### src/rtl/tmds_video_scheduler_pkg.sv
// hdmi_pkg: shared definitions for the TMDS video scheduler.
//   - default 720p raster timing
//   - scheduler FSM state encoding
//   - counter and pixel widths
//   - channel-to-colour byte mapping (ch0=B, ch1=G, ch2=R)
package hdmi_pkg;

    localparam int HCNT_W = 12;
    localparam int VCNT_W = 11;
    localparam int PIX_W  = 24;

    localparam int H_ACTIVE_720P = 1280;
    localparam int H_FP_720P     = 110;
    localparam int H_SYNC_720P   = 40;
    localparam int H_BP_720P     = 220;
    localparam int V_ACTIVE_720P = 720;
    localparam int V_FP_720P     = 5;
    localparam int V_SYNC_720P   = 5;
    localparam int V_BP_720P     = 20;

    typedef enum logic [1:0] {
        ST_IDLE      = 2'd0,
        ST_SYNC_WAIT = 2'd1,
        ST_RUN       = 2'd2
    } sched_state_e;

    // Byte lane carried by each TMDS channel within {R,G,B}.
    localparam logic [1:0] CH0_LANE = 2'd0;   // blue
    localparam logic [1:0] CH1_LANE = 2'd1;   // green
    localparam logic [1:0] CH2_LANE = 2'd2;   // red

    function automatic logic [7:0] chan_byte(input logic [PIX_W-1:0] rgb,
                                             input logic [1:0]       lane);
        logic [7:0] b;
        case (lane)
            2'd0:    b = rgb[7:0];
            2'd1:    b = rgb[15:8];
            default: b = rgb[23:16];
        endcase
        return b;
    endfunction

endpackage

### src/rtl/tmds_video_scheduler_if.sv
// pix_stream_if: upstream pixel stream (valid/ready with start-of-frame).
//   pix_data_in   {R[23:16],G[15:8],B[7:0]}
//   pix_valid_in  pixel valid
//   pix_sof_in    qualifies the first pixel of a frame
//   pix_ready_out pixel consumed when valid & ready
// master = pixel source, slave = scheduler.
interface pix_stream_if;
    logic [hdmi_pkg::PIX_W-1:0] pix_data_in;
    logic                       pix_valid_in;
    logic                       pix_sof_in;
    logic                       pix_ready_out;

    modport master (
        output pix_data_in, pix_valid_in, pix_sof_in,
        input  pix_ready_out
    );

    modport slave (
        input  pix_data_in, pix_valid_in, pix_sof_in,
        output pix_ready_out
    );
endinterface

### src/rtl/tmds_video_scheduler_timing.sv
// video_timing_gen: raster h/v counters and active/hsync/vsync decode.
//   clk_i, rst_n_i  clock, async active-low reset
//   en_i            advance counters this cycle
//   clr_i           synchronous clear to (0,0), wins over en_i
//   h_o, v_o        current counter position
//   active_o        position is inside active video
//   hsync_o/vsync_o raw sync windows (active-high, polarity applied by user)
module video_timing_gen
    import hdmi_pkg::*;
#(
    parameter int H_ACTIVE = H_ACTIVE_720P,
    parameter int H_FP     = H_FP_720P,
    parameter int H_SYNC   = H_SYNC_720P,
    parameter int H_BP     = H_BP_720P,
    parameter int V_ACTIVE = V_ACTIVE_720P,
    parameter int V_FP     = V_FP_720P,
    parameter int V_SYNC   = V_SYNC_720P,
    parameter int V_BP     = V_BP_720P
) (
    input  logic              clk_i,
    input  logic              rst_n_i,
    input  logic              en_i,
    input  logic              clr_i,
    output logic [HCNT_W-1:0] h_o,
    output logic [VCNT_W-1:0] v_o,
    output logic              active_o,
    output logic              hsync_o,
    output logic              vsync_o
);

    localparam logic [HCNT_W-1:0] H_ACT   = HCNT_W'(H_ACTIVE);
    localparam logic [HCNT_W-1:0] H_SYN_S = HCNT_W'(H_ACTIVE + H_FP);
    localparam logic [HCNT_W-1:0] H_SYN_E = HCNT_W'(H_ACTIVE + H_FP + H_SYNC);
    localparam logic [HCNT_W-1:0] H_LAST  = HCNT_W'(H_ACTIVE + H_FP + H_SYNC + H_BP - 1);
    localparam logic [VCNT_W-1:0] V_ACT   = VCNT_W'(V_ACTIVE);
    localparam logic [VCNT_W-1:0] V_SYN_S = VCNT_W'(V_ACTIVE + V_FP);
    localparam logic [VCNT_W-1:0] V_SYN_E = VCNT_W'(V_ACTIVE + V_FP + V_SYNC);
    localparam logic [VCNT_W-1:0] V_LAST  = VCNT_W'(V_ACTIVE + V_FP + V_SYNC + V_BP - 1);

    logic [HCNT_W-1:0] h_q;
    logic [VCNT_W-1:0] v_q;

    always_ff @(posedge clk_i or negedge rst_n_i) begin
        if (!rst_n_i) begin
            h_q <= '0;
            v_q <= '0;
        end else if (clr_i) begin
            h_q <= '0;
            v_q <= '0;
        end else if (en_i) begin
            if (h_q == H_LAST) begin
                h_q <= '0;
                v_q <= (v_q == V_LAST) ? '0 : v_q + 1'b1;
            end else begin
                h_q <= h_q + 1'b1;
            end
        end
    end

    assign h_o      = h_q;
    assign v_o      = v_q;
    assign active_o = (h_q < H_ACT) && (v_q < V_ACT);
    assign hsync_o  = (h_q >= H_SYN_S) && (h_q < H_SYN_E);
    assign vsync_o  = (v_q >= V_SYN_S) && (v_q < V_SYN_E);

endmodule

### src/rtl/tmds_video_scheduler.sv
// tmds_video_scheduler: raster timing and pixel scheduling for three TMDS
// encoders. Pulls pixels from the upstream stream aligned to start-of-frame,
// drives colour bytes in active video and control codes (sync on ch0) in
// blanking. All outputs except pix_ready_out are registered one cycle after
// the counter position they describe.
//   clk_1x_in, rst_n_in     pixel clock, async active-low reset
//   enable_in               run timing; low forces IDLE
//   pix                     upstream pixel stream (slave side)
//   ch0/1/2_data_out        B / G / R bytes to encoders
//   ch0_ctrl_out            {vsync,hsync} at polarity; ch1/ch2 ctrl are 0
//   blanking_out            1 outside active video
//   hcount_out, vcount_out  position of the current outputs
//   frame_start_out         pulse with the outputs for (0,0)
//   underflow_out           sticky: active cycle with no pixel in RUN
//   misalign_out            sticky: sof off (0,0), or non-sof at (0,0)
//   clear_flags_in          clears both flags; a same-cycle set wins
//
// state        | meaning
// ST_IDLE      | disabled; counters held at 0, outputs quiescent
// ST_SYNC_WAIT | timing runs, fill colour shown; flushing until sof at (0,0)
// ST_RUN       | aligned; active pixels come from the stream
module tmds_video_scheduler
    import hdmi_pkg::*;
#(
    parameter int          H_ACTIVE  = H_ACTIVE_720P,
    parameter int          H_FP      = H_FP_720P,
    parameter int          H_SYNC    = H_SYNC_720P,
    parameter int          H_BP      = H_BP_720P,
    parameter int          V_ACTIVE  = V_ACTIVE_720P,
    parameter int          V_FP      = V_FP_720P,
    parameter int          V_SYNC    = V_SYNC_720P,
    parameter int          V_BP      = V_BP_720P,
    parameter logic        HSYNC_POL = 1'b1,
    parameter logic        VSYNC_POL = 1'b1,
    parameter logic [23:0] FILL_RGB  = 24'h000000
) (
    input  logic              clk_1x_in,
    input  logic              rst_n_in,
    input  logic              enable_in,
    pix_stream_if.slave       pix,
    output logic [7:0]        ch0_data_out,
    output logic [7:0]        ch1_data_out,
    output logic [7:0]        ch2_data_out,
    output logic [1:0]        ch0_ctrl_out,
    output logic [1:0]        ch1_ctrl_out,
    output logic [1:0]        ch2_ctrl_out,
    output logic              blanking_out,
    output logic [HCNT_W-1:0] hcount_out,
    output logic [VCNT_W-1:0] vcount_out,
    output logic              frame_start_out,
    output logic              underflow_out,
    output logic              misalign_out,
    input  logic              clear_flags_in
);

    localparam logic [1:0] CTRL_IDLE = {~VSYNC_POL, ~HSYNC_POL};

    logic [HCNT_W-1:0] h;
    logic [VCNT_W-1:0] v;
    logic              active, hsync, vsync, origin;

    // Counters run whenever enabled, so the cycle that raises enable_in is
    // already position (0,0) even though the FSM is still leaving IDLE.
    video_timing_gen #(
        .H_ACTIVE(H_ACTIVE), .H_FP(H_FP), .H_SYNC(H_SYNC), .H_BP(H_BP),
        .V_ACTIVE(V_ACTIVE), .V_FP(V_FP), .V_SYNC(V_SYNC), .V_BP(V_BP)
    ) u_timing (
        .clk_i    (clk_1x_in),
        .rst_n_i  (rst_n_in),
        .en_i     (enable_in),
        .clr_i    (~enable_in),
        .h_o      (h),
        .v_o      (v),
        .active_o (active),
        .hsync_o  (hsync),
        .vsync_o  (vsync)
    );

    assign origin = (h == '0) && (v == '0);

    sched_state_e state_q, state_d;
    logic         ready_c, take_pix, set_uf, set_mis;
    logic [23:0]  pix_rgb;

    logic [7:0]        ch0_q, ch1_q, ch2_q;
    logic [1:0]        ctrl_q;
    logic              blank_q, fs_q, uf_q, mis_q;
    logic [HCNT_W-1:0] hcnt_q;
    logic [VCNT_W-1:0] vcnt_q;

    always_comb begin
        state_d  = state_q;
        ready_c  = 1'b0;
        take_pix = 1'b0;
        set_uf   = 1'b0;
        set_mis  = 1'b0;
        if (!enable_in) begin
            state_d = ST_IDLE;
        end else begin
            case (state_q)
                ST_IDLE: state_d = ST_SYNC_WAIT;
                ST_SYNC_WAIT: begin
                    // Non-sof pixels are flushed; a sof pixel waits for (0,0).
                    if (active && pix.pix_valid_in && (!pix.pix_sof_in || origin)) begin
                        ready_c = 1'b1;
                        if (pix.pix_sof_in) begin
                            take_pix = 1'b1;
                            state_d  = ST_RUN;
                        end
                    end
                end
                ST_RUN: begin
                    if (active) begin
                        if (pix.pix_valid_in && pix.pix_sof_in && !origin) begin
                            set_mis = 1'b1;
                            state_d = ST_SYNC_WAIT;
                        end else begin
                            ready_c = 1'b1;
                            if (pix.pix_valid_in) begin
                                take_pix = 1'b1;
                                set_mis  = origin && !pix.pix_sof_in;
                            end else begin
                                set_uf = 1'b1;
                            end
                        end
                    end
                end
                default: state_d = ST_IDLE;
            endcase
        end
    end

    assign pix_rgb = take_pix ? pix.pix_data_in : FILL_RGB;

    always_ff @(posedge clk_1x_in or negedge rst_n_in) begin
        if (!rst_n_in) begin
            state_q <= ST_IDLE;
            ch0_q   <= '0;
            ch1_q   <= '0;
            ch2_q   <= '0;
            ctrl_q  <= CTRL_IDLE;
            blank_q <= 1'b1;
            hcnt_q  <= '0;
            vcnt_q  <= '0;
            fs_q    <= 1'b0;
            uf_q    <= 1'b0;
            mis_q   <= 1'b0;
        end else begin
            state_q <= state_d;
            uf_q    <= set_uf  | (uf_q  & ~clear_flags_in);
            mis_q   <= set_mis | (mis_q & ~clear_flags_in);
            if (!enable_in) begin
                ch0_q   <= '0;
                ch1_q   <= '0;
                ch2_q   <= '0;
                ctrl_q  <= CTRL_IDLE;
                blank_q <= 1'b1;
                hcnt_q  <= '0;
                vcnt_q  <= '0;
                fs_q    <= 1'b0;
            end else begin
                ch0_q   <= active ? chan_byte(pix_rgb, CH0_LANE) : 8'h00;
                ch1_q   <= active ? chan_byte(pix_rgb, CH1_LANE) : 8'h00;
                ch2_q   <= active ? chan_byte(pix_rgb, CH2_LANE) : 8'h00;
                ctrl_q  <= {vsync ? VSYNC_POL : ~VSYNC_POL,
                            hsync ? HSYNC_POL : ~HSYNC_POL};
                blank_q <= ~active;
                hcnt_q  <= h;
                vcnt_q  <= v;
                fs_q    <= origin;
            end
        end
    end

    assign pix.pix_ready_out = ready_c;
    assign ch0_data_out      = ch0_q;
    assign ch1_data_out      = ch1_q;
    assign ch2_data_out      = ch2_q;
    assign ch0_ctrl_out      = ctrl_q;
    assign ch1_ctrl_out      = 2'b00;
    assign ch2_ctrl_out      = 2'b00;
    assign blanking_out      = blank_q;
    assign hcount_out        = hcnt_q;
    assign vcount_out        = vcnt_q;
    assign frame_start_out   = fs_q;
    assign underflow_out     = uf_q;
    assign misalign_out      = mis_q;

endmodule

### src/flat_wrapper.sv
// flat-port wrapper written by rule: the top's interface ports become plain ports
module tmds_video_scheduler_flat import hdmi_pkg::*;
#(
    parameter int          H_ACTIVE  = H_ACTIVE_720P,
    parameter int          H_FP      = H_FP_720P,
    parameter int          H_SYNC    = H_SYNC_720P,
    parameter int          H_BP      = H_BP_720P,
    parameter int          V_ACTIVE  = V_ACTIVE_720P,
    parameter int          V_FP      = V_FP_720P,
    parameter int          V_SYNC    = V_SYNC_720P,
    parameter int          V_BP      = V_BP_720P,
    parameter logic        HSYNC_POL = 1'b1,
    parameter logic        VSYNC_POL = 1'b1,
    parameter logic [23:0] FILL_RGB  = 24'h000000
)
  (clk_1x_in, rst_n_in, enable_in, ch0_data_out, ch1_data_out, ch2_data_out, ch0_ctrl_out, ch1_ctrl_out, ch2_ctrl_out, blanking_out, hcount_out, vcount_out, frame_start_out, underflow_out, misalign_out, clear_flags_in, pix_pix_data_in, pix_pix_valid_in, pix_pix_sof_in, pix_pix_ready_out);
  pix_stream_if pix_i ();
  input  logic clk_1x_in;
  input  logic rst_n_in;
  input  logic enable_in;
  output logic [7:0] ch0_data_out;
  output logic [7:0] ch1_data_out;
  output logic [7:0] ch2_data_out;
  output logic [1:0] ch0_ctrl_out;
  output logic [1:0] ch1_ctrl_out;
  output logic [1:0] ch2_ctrl_out;
  output logic blanking_out;
  output logic [HCNT_W-1:0] hcount_out;
  output logic [VCNT_W-1:0] vcount_out;
  output logic frame_start_out;
  output logic underflow_out;
  output logic misalign_out;
  input  logic clear_flags_in;
  input wire logic [$bits(pix_i.pix_data_in)-1:0] pix_pix_data_in;
  input wire logic [$bits(pix_i.pix_valid_in)-1:0] pix_pix_valid_in;
  input wire logic [$bits(pix_i.pix_sof_in)-1:0] pix_pix_sof_in;
  output wire logic [$bits(pix_i.pix_ready_out)-1:0] pix_pix_ready_out;
  assign pix_i.pix_data_in = pix_pix_data_in;
  assign pix_i.pix_valid_in = pix_pix_valid_in;
  assign pix_i.pix_sof_in = pix_pix_sof_in;
  assign pix_pix_ready_out = pix_i.pix_ready_out;
  tmds_video_scheduler #(.H_ACTIVE(H_ACTIVE), .H_FP(H_FP), .H_SYNC(H_SYNC), .H_BP(H_BP), .V_ACTIVE(V_ACTIVE), .V_FP(V_FP), .V_SYNC(V_SYNC), .V_BP(V_BP), .HSYNC_POL(HSYNC_POL), .VSYNC_POL(VSYNC_POL), .FILL_RGB(FILL_RGB)) u_core (.clk_1x_in(clk_1x_in), .rst_n_in(rst_n_in), .enable_in(enable_in), .pix(pix_i), .ch0_data_out(ch0_data_out), .ch1_data_out(ch1_data_out), .ch2_data_out(ch2_data_out), .ch0_ctrl_out(ch0_ctrl_out), .ch1_ctrl_out(ch1_ctrl_out), .ch2_ctrl_out(ch2_ctrl_out), .blanking_out(blanking_out), .hcount_out(hcount_out), .vcount_out(vcount_out), .frame_start_out(frame_start_out), .underflow_out(underflow_out), .misalign_out(misalign_out), .clear_flags_in(clear_flags_in));
endmodule
### config.mk
export PLATFORM = sky130hd
export DESIGN_NAME = tmds_video_scheduler_flat
export DESIGN_NICKNAME = d
export VERILOG_FILES = /design/src/rtl/tmds_video_scheduler_pkg.sv /design/src/rtl/tmds_video_scheduler_if.sv /design/src/rtl/tmds_video_scheduler_timing.sv /design/src/rtl/tmds_video_scheduler.sv /design/src/flat_wrapper.sv
export SDC_FILE = /design/constraint.sdc
export NUM_CORES = 1
export LEC_CHECK = 0
export CORE_MARGIN = 1
export CORE_UTILIZATION = 48
export CTS_CLUSTER_SIZE = 20
export DETAILED_ROUTE_END_ITERATION = 12
export PLACE_DENSITY_LB_ADDON = 0.08
export SYNTH_ARGS = -nofsm -noshare
export SYNTH_HDL_FRONTEND = slang
export SYNTH_SLANG_ARGS = --single-unit
export TNS_END_PERCENT = 20
### constraint.sdc
create_clock -name clk_1x_in -period 2.3 [get_ports clk_1x_in]
set_input_delay 0.69 -clock clk_1x_in [delete_from_list [all_inputs] [get_ports clk_1x_in]]
set_output_delay 0.69 -clock clk_1x_in [all_outputs]
set_load 0.01 [all_outputs]
Word level (Yosys, flattened, before mapping)
Index checks and enable logic that the tools add are counted.
- add/subtract/negate cells: 2
- $mul: 0
- div/mod/pow operators: 0
- order comparisons: 6
- equality and inequality tests: 9
- shift operators: 0
- multiplexer cells: 47
- bitwise operators: 6
- reduce and logical (&&, ||, !) cells: 16
- operators by type and width (operator ; number):
    two-way mux 8 bit ; 6
    two-way mux 11 bit ; 4
    two-way mux 12 bit ; 3
    < comparator 12 x 11 -> 1 bit (second input constant) ; 2
    two-way mux 1 bit ; 24
    two-way mux 24 bit ; 1
    < comparator 11 x 10 -> 1 bit (second input constant) ; 2
    adder 12 x 1 -> 12 bit (second input constant) ; 1
    == test 12 x 11 -> 1 bit (second input constant) ; 1
    >= comparator 12 x 11 -> 1 bit (second input constant) ; 1
    zero test 12 bit ; 1
    two-way mux 2 bit ; 6
    adder 11 x 1 -> 11 bit (second input constant) ; 1
    == test 11 x 10 -> 1 bit (second input constant) ; 1
    >= comparator 11 x 10 -> 1 bit (second input constant) ; 1
    zero test 11 bit ; 1
    logical AND 1 bit ; 9
    != test 3 x 2 -> 1 bit (second input constant) ; 3
    case mux 2 bit (3 select lines) ; 1
    case mux 1 bit (2 select lines) ; 2
    AND reduction 4 bit ; 1
    != test 3 bit (second input constant) ; 1
    bitwise AND 1 bit ; 2
    == test 2 x 1 -> 1 bit (second input constant) ; 1
    7 further kinds ; 10
- bits in registers: 78
- bits in latches: 0
- RAM bits: 0
- bits in read-only memories: 0
- bits of input ports: 30
- output and inout bits: 58
- word-level logic and storage cells: 99
- memories: 0

Depth between registers and ports, before layout
- word-level depth: 11
- gate-level depth with buffers: 9
- gate-level depth less buffers: 8

Hierarchy
Synthesis repeated with hierarchy kept, for this count alone.
- cell total of the unflattened synthesis: 314
- area total of the unflattened synthesis: 3528.4 µm²
- by module, submodules not included (module ; times used ; cells an instance ; area an instance (µm²) ; sequential area each (µm²)):
    tmds_video_scheduler ; 1 ; 155 ; 2050.7 ; 1377.6
    video_timing_gen ; 1 ; 159 ; 1477.7 ; 575.6

Worst setup path after synthesis
Ideal clock, no wire load.
- path kind: register -> output
- start point: register u_core.u_timing.v_q[8], in the netlist u_core.u_timing.v_o[8]
- end point: output pix_pix_ready_out
- arrival time: 1.479 ns
- required time: 1.610 ns
- slack: 0.131 ns
- stages on the path, launching flop included: 6
- buffers on the path: 1
- cell sequence: dfrtp_1 > buf_6 > or4_4 > o211a_4 > nand3b_2 > nor3_1
- longest elaborated chain between the ends: 8
- elaborated cells on any way between the ends: 14
- classes of those cells: order compare (1); mux (5); reduce/logical (8)
- RTL lines (what ; RTL line ; RTL):
    from (decl) ; tmds_video_scheduler_timing.sv:41 ; logic [VCNT_W-1:0] v_q;
    from (signal assigned) ; tmds_video_scheduler_timing.sv:53 ; v_q <= (v_q == V_LAST) ? '0 : v_q + 1'b1;
    parallel branches: the longest is 6 deep, another holds < comparator 11 x 10 -> 1 bit ; -- ;
    case mux 1 bit (2 select lines) (*) ; tmds_video_scheduler.sv:100 ; case (state_q)
    two-way mux 1 bit (*) ; tmds_video_scheduler.sv:97 ; if (!enable_in) begin
    to (decl) ; flat_wrapper.sv:37 ; output wire logic [$bits(pix_i.pix_ready_out)-1:0] pix_pix_ready_out;
Every way passes the cells marked *.

Worst setup path after layout
- start point: register u_core.u_timing.v_q[6], in the netlist u_core.u_timing.v_o[6]
- end point: output pix_pix_ready_out
Same word-level chain as after synthesis.

==> out/metrics.cfg <==
[clock_network]
clk_latency_ns = 0.34
root_buffer = clkbuf_8
cts_made_buffers = 9
cts_tree = done
cts.sinks = 78
ctsHtreeMaxLevel = 3
cts.clk_slew.worst_paths_ns = 0.09
clock_path_buffers = 2

[finish]
area_delta_synth_final_pct = 47.0
fin_util = 0.731
final_area_um2 = 4990
instances_no_fill = 555
layout-drive-gt1-share = 0.231
nets = 493
num_antenna_cells = 0

[synthesis]
synthXorXnorAreaFrac = 0.0284
synth_warnings = 0
muxShareOfSynthArea = 0.00590
syn_avg_cell_area_um2 = 11.0
synthArstFlopShare = 1.00
yosysTopAreaCell = dfrtp_1
ys_seq_area_frac = 0.575
ys_seq_elements = 78
synthAdderAreaFrac = 0.0332
synth_simple_gate_area_frac = 0.234
synth-edff-count = 0
synth_top_family_by_area = simple AND/OR/NAND/NOR gates
synth_area_leaders = dfrtp_1 57%, and2_1 7.6%, nor2_1 3.4%
synthesis.area_um2 = 3400
synth_flop_cell = dfrtp_1
syn-instance-count = 308
synth_compound_area_frac = 0.0722
synth_top_area_share = 0.567
yosysUniqueCellTypes = 48

[timing]
finalCritPeriodShare = 1.12
fin_crit_ns = 2.59
finClkSkew_ns = 0.0142
fmaxAchievable_ghz = 0.387
timing.final.hold_violations = 0
setup_slack_ns = -0.287
rsz0062_at_grt = yes
setup_tns_ns = -0.287
slew_viol_final = 0
finalSetupViolations = 1
whs_ns = 0.261

[power]
intPower_mw = 2.10
total_power_mw = 2.78
switching_share = 0.244
leakage_nw = 2.32
max-vdd-ir-drop_uv = 332
p_per_area_nw_per_um2 = 557
p_switching_mw = 0.677
pwr-share-seq = 0.509
p_clk_frac = 0.356
combPwrFrac = 0.135

[placement]
place_ws_ns = -0.451
placed_area_um2 = 4690
place.gp.congestion = 0.884
dp_hpwl_mm = 5.38
port_buffers = 83
dp_cells = 533

[die]
initial_utilization = 0.497
fp.dieH_um = 86.1
coreArea_um2 = 6830
row_count = 30
die_area_um2 = 7410
die_w_um = 86.1
io_pins = 88

[setup_path]
crit_type = flip-flop to output pin
cp.required_ns = 1.61
rr_worst_depth = 11
crit_arrival_ns = 1.90
crit_path_start_kind = flip-flop
cp_max_fo = 3
critPathCaptureType = output pin

[route]
drt_iter0_markers = 106
via_per_inst = 4.85
drc = 0
route.antenna.remaining_nets = 0
routedWlPerCell_um = 14.0
routed_wl_mm = 7.75
vias = 2690
dr.pass1.iters = 4

[grt]
antenna_found_initial = 0
overflow = 0
grt_max_degree = 33
grt_pass1_vias = 2724
grt_use_total = 0.225
grt_pass1_wl_mm = 12.8

[status]
violations = negative setup slack
run_status = finished with violations

[flow_run]
drv_cap = 0

[min_path]
hold_path.class = input pin to async pin

## worst max-delay path, cell delays in order, from the launching register on
cell      delay, ns
dfrtp_1        0.45
nand2_1        0.12
or4_4          0.44
o211a_4        0.26
nand3b_2       0.09
nor3_1         0.06
buf_2          0.13
## path summary, 6_finish.rpt
path                                                    start                               end  slack, ns
max                        u_core.u_timing.v_o[6]$_DFFE_PN0P_                 pix_pix_ready_out      -0.29
min                                                  rst_n_in  u_core.ch1_data_out[0]$_DFF_PN0_       0.26
max reg2reg                  u_core.u_timing.h_o[1]$_DFF_PN0_  u_core.ch1_data_out[7]$_DFF_PN0_       0.12
min reg2reg                     u_core.misalign_out$_DFF_PN0_     u_core.misalign_out$_DFF_PN0_       0.53
max in group asynchronous                            rst_n_in  u_core.ch1_data_out[2]$_DFF_PN0_       1.35
min in group clk_1x_in          u_core.misalign_out$_DFF_PN0_     u_core.misalign_out$_DFF_PN0_       0.53
## flip-flops by register name, summed over array words and instances (netlist names)
signal                  cells
u_core.state_q              2
u_core.hcount_out          12
u_core.misalign_out         1
u_core.u_timing.v_o        11
u_core.ch0_data_out         8
u_core.ch2_data_out         8
u_core.underflow_out        1
u_core.u_timing.h_o        12
u_core.ch1_data_out         8
u_core.blanking_out         1
u_core.frame_start_out      1
u_core.vcount_out          11
u_core.ch0_ctrl_out         2
## what timing repair did
item,4_1_cts,5_1_grt
resized for setup,16,10
setup buffers,8,0
hold buffers,0,0
endpoints found under the setup margin,1,27
pin swaps,11,5
cloned,0,2
## power groups by stage
stage	clock, mW	sequential, mW	combinational (mW)
global placement	0	1.44	0.353
floorplan	0	1.45	0.141
global route	1.07	1.42	0.415
detailed placement	0	1.44	0.355
finish	0.989	1.41	0.376
CTS	1.00	1.41	0.385
## kinds of logic (layout without fill, tap and decap cells)
logic type                 Yosys count  in the layout
AOI/OAI and AO/OA                   36             36
DFF                                 78             78
buffers and inverters               32            180
other                                1              4
xor gates and xnor gates            11             11
and+or+nand+nor                    139            139
muxes                                2              2
adders and majority gates            9              9
## Yosys cell counts (2+ instances only)
cell / number
nand4_1: 4
a21oi_1: 8
nand2_1: 17
dfrtp_1: 77
a31oi_1: 4
buf_6: 4
xor2_1: 5
nor2_1: 31
o31ai_1: 2
and3_1: 5
clkbuf_1: 7
nor3_1: 11
nand3_1: 13
nor2b_1: 3
inv_1: 12
xnor2_1: 6
ha_1: 9
mux2i_1: 2
o21ai_0: 14
buf_4: 5
and2_1: 41
nor4_4: 2
## layout make-up
class,count,area [um^2]
flip-flops and latches,78,1950
multi-input cells,201,1340
repair buffers,150,1340
fillers,526,1840
inverters,14,52.6
clock buffers,12,135
clock inverters,4,50.0
well taps,96,120
## layer usage
metal  vias to the layer above  global-route usage  wire length, um
li1                       1309                   -                -
met4                         0              0.0864               98
met3                        10              0.0481              345
met2                        80               0.357             3640
met5                         -                   0                0
met1                      1291               0.302             3660
## cell usage in the layout (no fill, tap or decap), types with 3 or more instances in the layout
master,n
clkbuf_8,9
nand4_1,4
nand2_1,17
conb_1,4
nor4_4,3
o21ai_0,14
buf_4,65
xor2_1,5
inv_1,8
ha_1,7
a31oi_1,4
a21oi_1,8
and2_1,40
inv_2,5
nand3_1,13
clkbuf_1,3
nor3_1,11
and3_1,5
clkdlybuf4s50_1,81
dfrtp_1,76
xnor2_1,6
nor2_1,31
buf_6,3
No activity file was read; power rests on OpenSTA's default activity.
